**src/rtl/sprite_rom_arbiter_pkg.sv**
```systemverilog
// sprite_arb_pkg: shared defaults, grant index type and one-hot decode for the sprite ROM arbiter
package sprite_arb_pkg;
  localparam int DEF_NUM_REQ = 4;
  localparam int DEF_ADDR_W = 10;
  localparam int DEF_DATA_W = 4;
  localparam int MAX_REQ = 8;
  typedef logic [2:0] idx_t;
  function automatic idx_t oh2idx(input logic [MAX_REQ-1:0] oh);
    oh2idx = '0;
    for (int i = 0; i < MAX_REQ; i++) if (oh[i]) oh2idx = idx_t'(i);
  endfunction
endpackage

```
**src/rtl/sprite_rom_arbiter_rr_pick.sv**
```systemverilog
// rr_pick: one-hot rotating-priority pick; search starts just after ptr and wraps
module rr_pick
  import sprite_arb_pkg::*;
#(
  parameter int N = DEF_NUM_REQ
) (
  input  logic [N-1:0] req,
  input  idx_t         ptr,
  output logic [N-1:0] gnt
);
  localparam int W = $clog2(N);
  logic [W-1:0] k;
  // Walk from lowest to highest priority so the last hit (ptr+1) wins
  always_comb begin
    gnt = '0;
    k = '0;
    for (int i = N; i >= 1; i--) begin
      k = W'((int'(ptr) + i) % N);
      if (req[k]) begin
        gnt = '0;
        gnt[k] = 1'b1;
      end
    end
  end
endmodule

```
**src/rtl/sprite_rom_arbiter.sv**
```systemverilog
// sprite_rom_arbiter: round-robin sharing of one synchronous sprite ROM among NUM_REQ readers
// Optional SPRITE_ARB_PRIO0_EN gives requester 0 strict priority over the rotating others.
module sprite_rom_arbiter
  import sprite_arb_pkg::*;
#(
  parameter int NUM_REQ = DEF_NUM_REQ,
  parameter int ADDR_W = DEF_ADDR_W,
  parameter int DATA_W = DEF_DATA_W
) (
  input  logic                      vga_clk,
  input  logic                      reset_n,
  input  logic [NUM_REQ-1:0]        req,
  input  logic [NUM_REQ*ADDR_W-1:0] req_addr,
  output logic [NUM_REQ-1:0]        gnt,
  output logic [NUM_REQ-1:0]        rvalid,
  output logic [DATA_W-1:0]         rdata,
  output logic [ADDR_W-1:0]         rom_address,
  input  logic [DATA_W-1:0]         rom_q,
  output logic                      busy
);
  idx_t last_gnt;
  idx_t gidx;
  logic [ADDR_W-1:0] held_addr;
  logic [NUM_REQ-1:0] pick;
  logic [NUM_REQ-1:0] rr_req;
  logic upd;
`ifdef SPRITE_ARB_PRIO0_EN
  // Player sprite bypasses rotation and never moves the pointer
  assign rr_req = req & ~NUM_REQ'(1);
  assign gnt = !reset_n ? '0 : req[0] ? NUM_REQ'(1) : pick;
  assign upd = |gnt && !gnt[0];
`else
  assign rr_req = req;
  assign gnt = reset_n ? pick : '0;
  assign upd = |gnt;
`endif
  rr_pick #(.N(NUM_REQ)) u_pick (
    .req(rr_req),
    .ptr(last_gnt),
    .gnt(pick)
  );
  assign gidx = oh2idx(MAX_REQ'(gnt));
  assign rom_address = |gnt ? req_addr[int'(gidx)*ADDR_W +: ADDR_W] : held_addr;
  assign rdata = rom_q;
  assign busy = |req || |rvalid;
  always_ff @(posedge vga_clk or negedge reset_n)
    if (!reset_n) begin
      rvalid <= '0;
      last_gnt <= idx_t'(NUM_REQ - 1);
      held_addr <= '0;
    end else begin
      rvalid <= gnt;
      if (upd) last_gnt <= gidx;
      if (|gnt) held_addr <= rom_address;
    end
endmodule

```
**config.mk**
```make
export PLATFORM = sky130hd
export DESIGN_NAME = sprite_rom_arbiter
export DESIGN_NICKNAME = d
export VERILOG_FILES = /design/src/rtl/sprite_rom_arbiter_pkg.sv /design/src/rtl/sprite_rom_arbiter_rr_pick.sv /design/src/rtl/sprite_rom_arbiter.sv
export SDC_FILE = /design/constraint.sdc
export NUM_CORES = 1
export LEC_CHECK = 0
export BUFFER_PORTS_ARGS = -buffer_cell sky130_fd_sc_hd__buf_2
export CAP_MARGIN = 20
export CELL_PAD_IN_SITES_DETAIL_PLACEMENT = 1
export CELL_PAD_IN_SITES_GLOBAL_PLACEMENT = 1
export CORE_MARGIN = 4
export CORE_UTILIZATION = 37
export DETAILED_ROUTE_END_ITERATION = 10
export PLACE_DENSITY = 0.9
export SETUP_SLACK_MARGIN = 0.1
export SLEW_MARGIN = 20
export SYNTH_ARGS = -nofsm -noshare
export SYNTH_HDL_FRONTEND = slang
export SYNTH_SLANG_ARGS = --single-unit
```
**constraint.sdc**
```tcl
create_clock -name vga_clk -period 6.45 [get_ports vga_clk]
set_input_delay 1.29 -clock vga_clk [delete_from_list [all_inputs] [get_ports vga_clk]]
set_output_delay 1.29 -clock vga_clk [all_outputs]
set_load 0.1 [all_outputs]
```
Word-level counts from Yosys, hierarchy flattened
Index checks and enable logic that the tools add are counted.
{"block": "totals", "ff_bits": 16, "latchBits": 0, "mem_bits_rw": 0, "mem_bits_ro": 0, "inputBits": 50, "output_inout_bits": 23, "elab_cells": 50, "n_memories": 0}
{"block": "classes", "addsub": 4, "multipliers": 1, "div": 0, "n_lt_le_gt_ge": 8, "eq_ne": 0, "shift": 1, "n_mux": 25, "bitwise_logic": 0, "reduce_logical": 8}
{"op": "40-bit by 8-bit variable part select with 10-bit output", "n": 1}
{"op": "4-bit two-way mux", "n": 5}
{"op": "2-bit by 3-bit < comparator with 1-bit output (second input constant)", "n": 4}
{"op": "4-bit OR reduction", "n": 3}
{"op": "10-bit two-way mux", "n": 1}
{"op": "1-bit two-way mux", "n": 9}
{"op": "1-bit binary-select mux with 2-bit select", "n": 4}
{"op": "1-bit demux with 2-bit select", "n": 4}
{"op": "2-bit by 1-bit >= comparator with 1-bit output (second input constant)", "n": 4}
{"op": "3-bit by 3-bit multiplier with 6-bit output (second input constant)", "n": 1}
{"op": "2-bit by 1-bit adder with 2-bit output (second input constant)", "n": 2}
{"op": "2-bit adder (second input constant)", "n": 2}
{"op": "1-bit logical AND", "n": 4}
{"op": "2-bit two-way mux", "n": 2}
{"op": "1-bit logical OR", "n": 1}

Depth between registers and ports, before layout
{"block": "depth", "ltp_word": 16, "mapped_depth": 11, "mapped_depth_nobuf": 8}

Cells and area by module
From an unflattened synthesis, not the netlist that was laid out.
{"block": "hier_totals", "hier_cells": 144, "hier_area_um2": 1357.6}
{"module": "sprite_rom_arbiter", "n_inst": 1, "cells_per_inst": 99, "area_each_um2": 957.2, "seq_area_each_um2": 402.9}
{"module": "rr_pick", "n_inst": 1, "cells_per_inst": 45, "area_each_um2": 400.4, "seq_area_each_um2": 0.0}

Worst setup path after synthesis
OpenSTA, ideal clock, no wires.
{"block": "synth_timing", "kind": "in2out", "from": "in req[0]", "to": "out rom_address[0]", "arrival_time_ns": 5.396, "required_ns": 5.160, "setup_slack_ns": -0.236, "cell_stages": 7, "n_path_buf": 1, "cell_sequence": "mux4_2 or3b_1 a211o_1 o21ai_4 nor3_2 buf_4 a221oi_1"}
{"block": "synth_between", "word_cells_on_any_way": 20, "classes_between": "mul (1); shift (1); mux (17); reduce/logical (1)"}
{"element": "start, declared", "line": "sprite_rom_arbiter.sv:12", "rtl": "input logic [NUM_REQ-1:0] req,"}
{"element": "1-bit binary-select mux with 2-bit select", "line": "sprite_rom_arbiter_rr_pick.sv:19", "rtl": "if (req[k]) begin"}
{"element": "1-bit two-way mux (not written as such)", "line": "sprite_rom_arbiter_rr_pick.sv:19"}
{"element": "4-bit two-way mux (3 in a row)", "line": "sprite_rom_arbiter_rr_pick.sv:19"}
{"element": "4-bit two-way mux *", "line": "sprite_rom_arbiter_rr_pick.sv:19"}
{"element": "4-bit two-way mux *", "line": "sprite_rom_arbiter.sv:34", "rtl": "assign gnt = reset_n ? pick : '0;"}
{"element": "via gnt[2]", "line": "sprite_rom_arbiter.sv:14", "rtl": "output logic [NUM_REQ-1:0] gnt,"}
{"element": "2-bit two-way mux (2 in a row)", "line": "sprite_rom_arbiter_pkg.sv:10", "rtl": "for (int i = 0; i < MAX_REQ; i++) if (oh[i]) oh2idx = idx_t'(i);"}
{"element": "3-bit by 3-bit multiplier with 6-bit output", "line": "sprite_rom_arbiter.sv:43", "rtl": "assign rom_address = |gnt ? req_addr[int'(gidx)*ADDR_W +: ADDR_W] : held_addr;"}
{"element": "40-bit by 8-bit variable part select with 10-bit output", "line": "sprite_rom_arbiter.sv:43"}
{"element": "10-bit two-way mux *", "line": "sprite_rom_arbiter.sv:43"}
{"element": "end, declared", "line": "sprite_rom_arbiter.sv:17", "rtl": "output logic [ADDR_W-1:0] rom_address,"}
The timed path passes the listed nets; every way through them passes the cells marked *. The select of a mux whose other input is x is not followed.

Final worst setup path
{"block": "layout_timing", "from": "reg last_gnt[0]", "to": "out rom_address[0]"}
{"block": "layout_between", "elab_chain_len": 16, "word_cells_on_any_way": 44, "classes_between": "add/sub (4); mul (1); order compare (8); shift (1); mux (25); reduce/logical (5)"}
{"element": "start, declared", "line": "sprite_rom_arbiter.sv:21", "rtl": "idx_t last_gnt;"}
{"element": "start signal, assigned", "line": "sprite_rom_arbiter.sv:49", "rtl": "last_gnt <= idx_t'(NUM_REQ - 1);"}
{"element": "start signal, assigned", "line": "sprite_rom_arbiter.sv:53", "rtl": "if (upd) last_gnt <= gidx;"}
{"element": "2-bit by 1-bit adder with 2-bit output", "line": "sprite_rom_arbiter_rr_pick.sv:18", "rtl": "k = W'((int'(ptr) + i) % N);"}
{"element": "2-bit by 3-bit < comparator with 1-bit output (not written as such) or 2-bit by 1-bit >= comparator with 1-bit output (tied branches)", "line": "sprite_rom_arbiter_rr_pick.sv:21", "rtl": "gnt[k] = 1'b1;"}
{"element": "1-bit logical AND (not written as such)", "line": "sprite_rom_arbiter_rr_pick.sv:21"}
{"element": "1-bit two-way mux (not written as such)", "line": "sprite_rom_arbiter_rr_pick.sv:21"}
{"element": "1-bit demux with 2-bit select"}
{"element": "4-bit two-way mux (3 in a row)", "line": "sprite_rom_arbiter_rr_pick.sv:19"}
{"element": "4-bit two-way mux *", "line": "sprite_rom_arbiter_rr_pick.sv:19"}
{"element": "4-bit two-way mux *", "line": "sprite_rom_arbiter.sv:34"}
{"element": "1-bit two-way mux", "line": "sprite_rom_arbiter_pkg.sv:10"}
{"element": "2-bit two-way mux (2 in a row)", "line": "sprite_rom_arbiter_pkg.sv:10"}
{"element": "3-bit by 3-bit multiplier with 6-bit output", "line": "sprite_rom_arbiter.sv:43"}
{"element": "40-bit by 8-bit variable part select with 10-bit output", "line": "sprite_rom_arbiter.sv:43"}
{"element": "10-bit two-way mux *", "line": "sprite_rom_arbiter.sv:43"}
Every way passes the cells marked *; elsewhere a longest branch is shown, timed or not. The select of a mux whose other input is x is not followed.

==> run summary <==
vias per cell -> 5.83
Slew @ Worst Pin -> 742 ps
global router's overall resource usage -> 0.184
placed insts -> 261
Crit path required time -> 5160 ps
Mapped Cells -> 164
Non-Filler Instances -> 265
post-synth top area share -> 0.224
outcome -> completed
setup repair bufs after CTS -> 0
drt first-iter violations -> 80
dominant cells by area after synthesis -> dfrtp_1 22%, mux2i_1 14%, a221oi_1 12%, mux4_2 5.8%, a2111oi_0 5.6%
Hold Path Class -> flop to flop
CTS clk-pin slew, worst paths -> 60 ps
post-synthesis mux area share -> 0.206
Worst path slowest cell -> dfstp_2
Post-Syn Area per Cell -> 9.53 µm²
dpl hpwl -> 3.77 mm
Die W -> 73.0 µm
Vias -> 1546
dpl ws -> 756 ps
vias in the first global route -> 1584
Post-CTS Resized -> 0
CTS HTree Levels -> 1
Multi-input gate area -> 977 µm²
ys async rst share -> 1.00
simple-gate share of the synthesized area -> 0.111
Num CTS Buffers -> 3
CP Buf/Inv Count -> 2
number of nets in the layout -> 272
clk sinks -> 16
WL final -> 4.89 mm
Hold Buf Count CTS -> 0
FMAX -> 180 MHz
Clock Tree Root -> clkbuf_8
layout cell share with drive strength beyond 1 -> 0.372
Chip Height -> 73.0 µm
core box area -> 0.00403 mm²
min Tclk post-route -> 5540 ps
syn nets -> 220
CP top delay family -> compound AO/OA/AOI/OAI gates
worst-skew pair later-pin latency -> 250 ps
DRT Pass-1 Iters -> 4
relative max-transition margin -> 0.506
FF+latch count, synth -> 16
routability congestion estimate -> 0.896
Ports -> 73
DRC -> 0
unrepaired setup endpoints after global routing -> no
Largest stage delay, worst path -> 690 ps
Tcrit/Tclk final -> 0.859
Synth Area in Adders -> 0.0480
Hold Vio Cnt, Final -> 0
CTS tree -> done
skew final -> 5.21 ps
Cell Chain, Critical Path -> inv_1 -> ha_1 -> mux4_2 -> a21oi_1 -> a211o_1 -> o21ai_4 -> nor3b_4 -> a221oi_1 -> buf_2
die footprint -> 0.00533 mm²
number of setup violations in the final report -> 0
Worst Path Arrival -> 4250 ps
largest family of logic cells by synthesized area -> compound AO/OA/AOI/OAI gates
global route total overflow -> 0
post-synthesis sequential area ratio -> 0.258
mapped cell area -> 0.00156 mm²
Post-synth top cells -> 22 x mux2i_1, 21 x a221oi_1, 18 x inv_1, 14 x dfrtp_1, 12 x nor2_1
final-report max-slew violation count -> 0
maxcap violations -> 0
final worst slack -> 907 ps
crit path kind -> flop to output port
CP startpoint kind -> flop
ant diodes -> 0
top_reg_cell synth -> dfrtp_1
Synth Area in Compound Gates -> 0.256
Filler Cell Count -> 499
FF+latch area -> 403 µm²
Yosys top cell by area -> dfrtp_1
Max Root-Sink Buffers -> 2
Rows -> 23
Starting Density -> 0.388
Distinct cells, synth -> 34
crit path max fanout -> 20
Post-synth EDFFs -> 0
largest net degree at the start of global routing -> 23
Post-DRT Antenna Nets -> 0
Worst setup EP type -> output port
post-layout util -> 0.470
Post-Synth XOR/XNOR Area -> 0
wire per inst -> 18.4 µm
most common cell in the netlist -> mux2i_1
antenna violations before repair -> 0
Layout area overhead -> 21.1%
PortBufs -> 64
first-pass GRT wire length -> 7.80 mm
Synth Warn # -> 0
kinds of logic (layout without fill, tap and decap cells):
logic type	count (synthesis)	count (layout)
AO/OA/AOI/OAI	47	47
adder cells (fa/ha/maj)	6	6
buffers and inverters	36	87
flip-flops	16	16
multiplexers	27	27
AND/OR/NAND/NOR	32	32
final cells by class:
class                           instances  area share
Clock buffer                            4      0.0291
Inverter                               18      0.0357
Multi-Input combinational cell        112       0.516
Sequential cell                        16       0.213
Tap cell                               50      0.0330
Timing Repair Buffer                   65       0.173
cells in the final DEF (no fill, tap or decap), types with 4 or more instances in the layout:
master     Yosys  final
dfrtp_1       14     14
a221oi_1      21     21
nor2_1        12     12
mux4_2         4      4
buf_2          1     64
ha_1           6      6
a21oi_1        4      4
a2111oi_0     10     10
mux2i_1       22     22
inv_1         18     18
nor3_1        10     10
clkbuf_8       0      4
tightest hold or removal path: cells and delay by family, from the launching register on:
| kind | cells | cell delay [ps] |
|---|---|---|
| flip-flops | 1 | 410 |
| buffers and inverters | 1 | 130 |
| AO/OA/AOI/OAI | 1 | 90 |
path summary, 6_finish.rpt:
kind                                   from             end  slack [ps]  cells past startpoint
worst min register to register  last_gnt[1]     last_gnt[1]         630                      2
worst min-delay path            last_gnt[1]     last_gnt[1]         630                      2
max in group asynchronous           reset_n     last_gnt[0]        5120                      1
min in group asynchronous           reset_n    held_addr[6]         980                      1
worst max-delay path            last_gnt[0]  rom_address[0]         910                      9
worst max register to register  last_gnt[0]    held_addr[1]        2630                      8
metrics by stage:
stage               setup TNS, ps  hold WS (ps)  cell area [µm²]
floorplan                   -2360           565             1560
global placement                0           608             1830
detailed placement              0           625             1830
CTS                             0           630             1890
global route                    0           664             1890
finish                          0           633             1890
state kept, by name (all words and copies together), names as in the netlist:
register and count:
last_gnt 2, rvalid 4, held_addr 10
routing by layer:
layer  vias to the layer above  GRT usage  share of wire
li1                        739          -              -
met4                         0     0.0676          0.022
met2                        38      0.311           0.52
met5                         -          0              0
met1                       761      0.243           0.42
met3                         8     0.0152          0.043
Power is not shown: default switching activity piles up to over one toggle a cycle in this logic, so the estimate is an artifact.
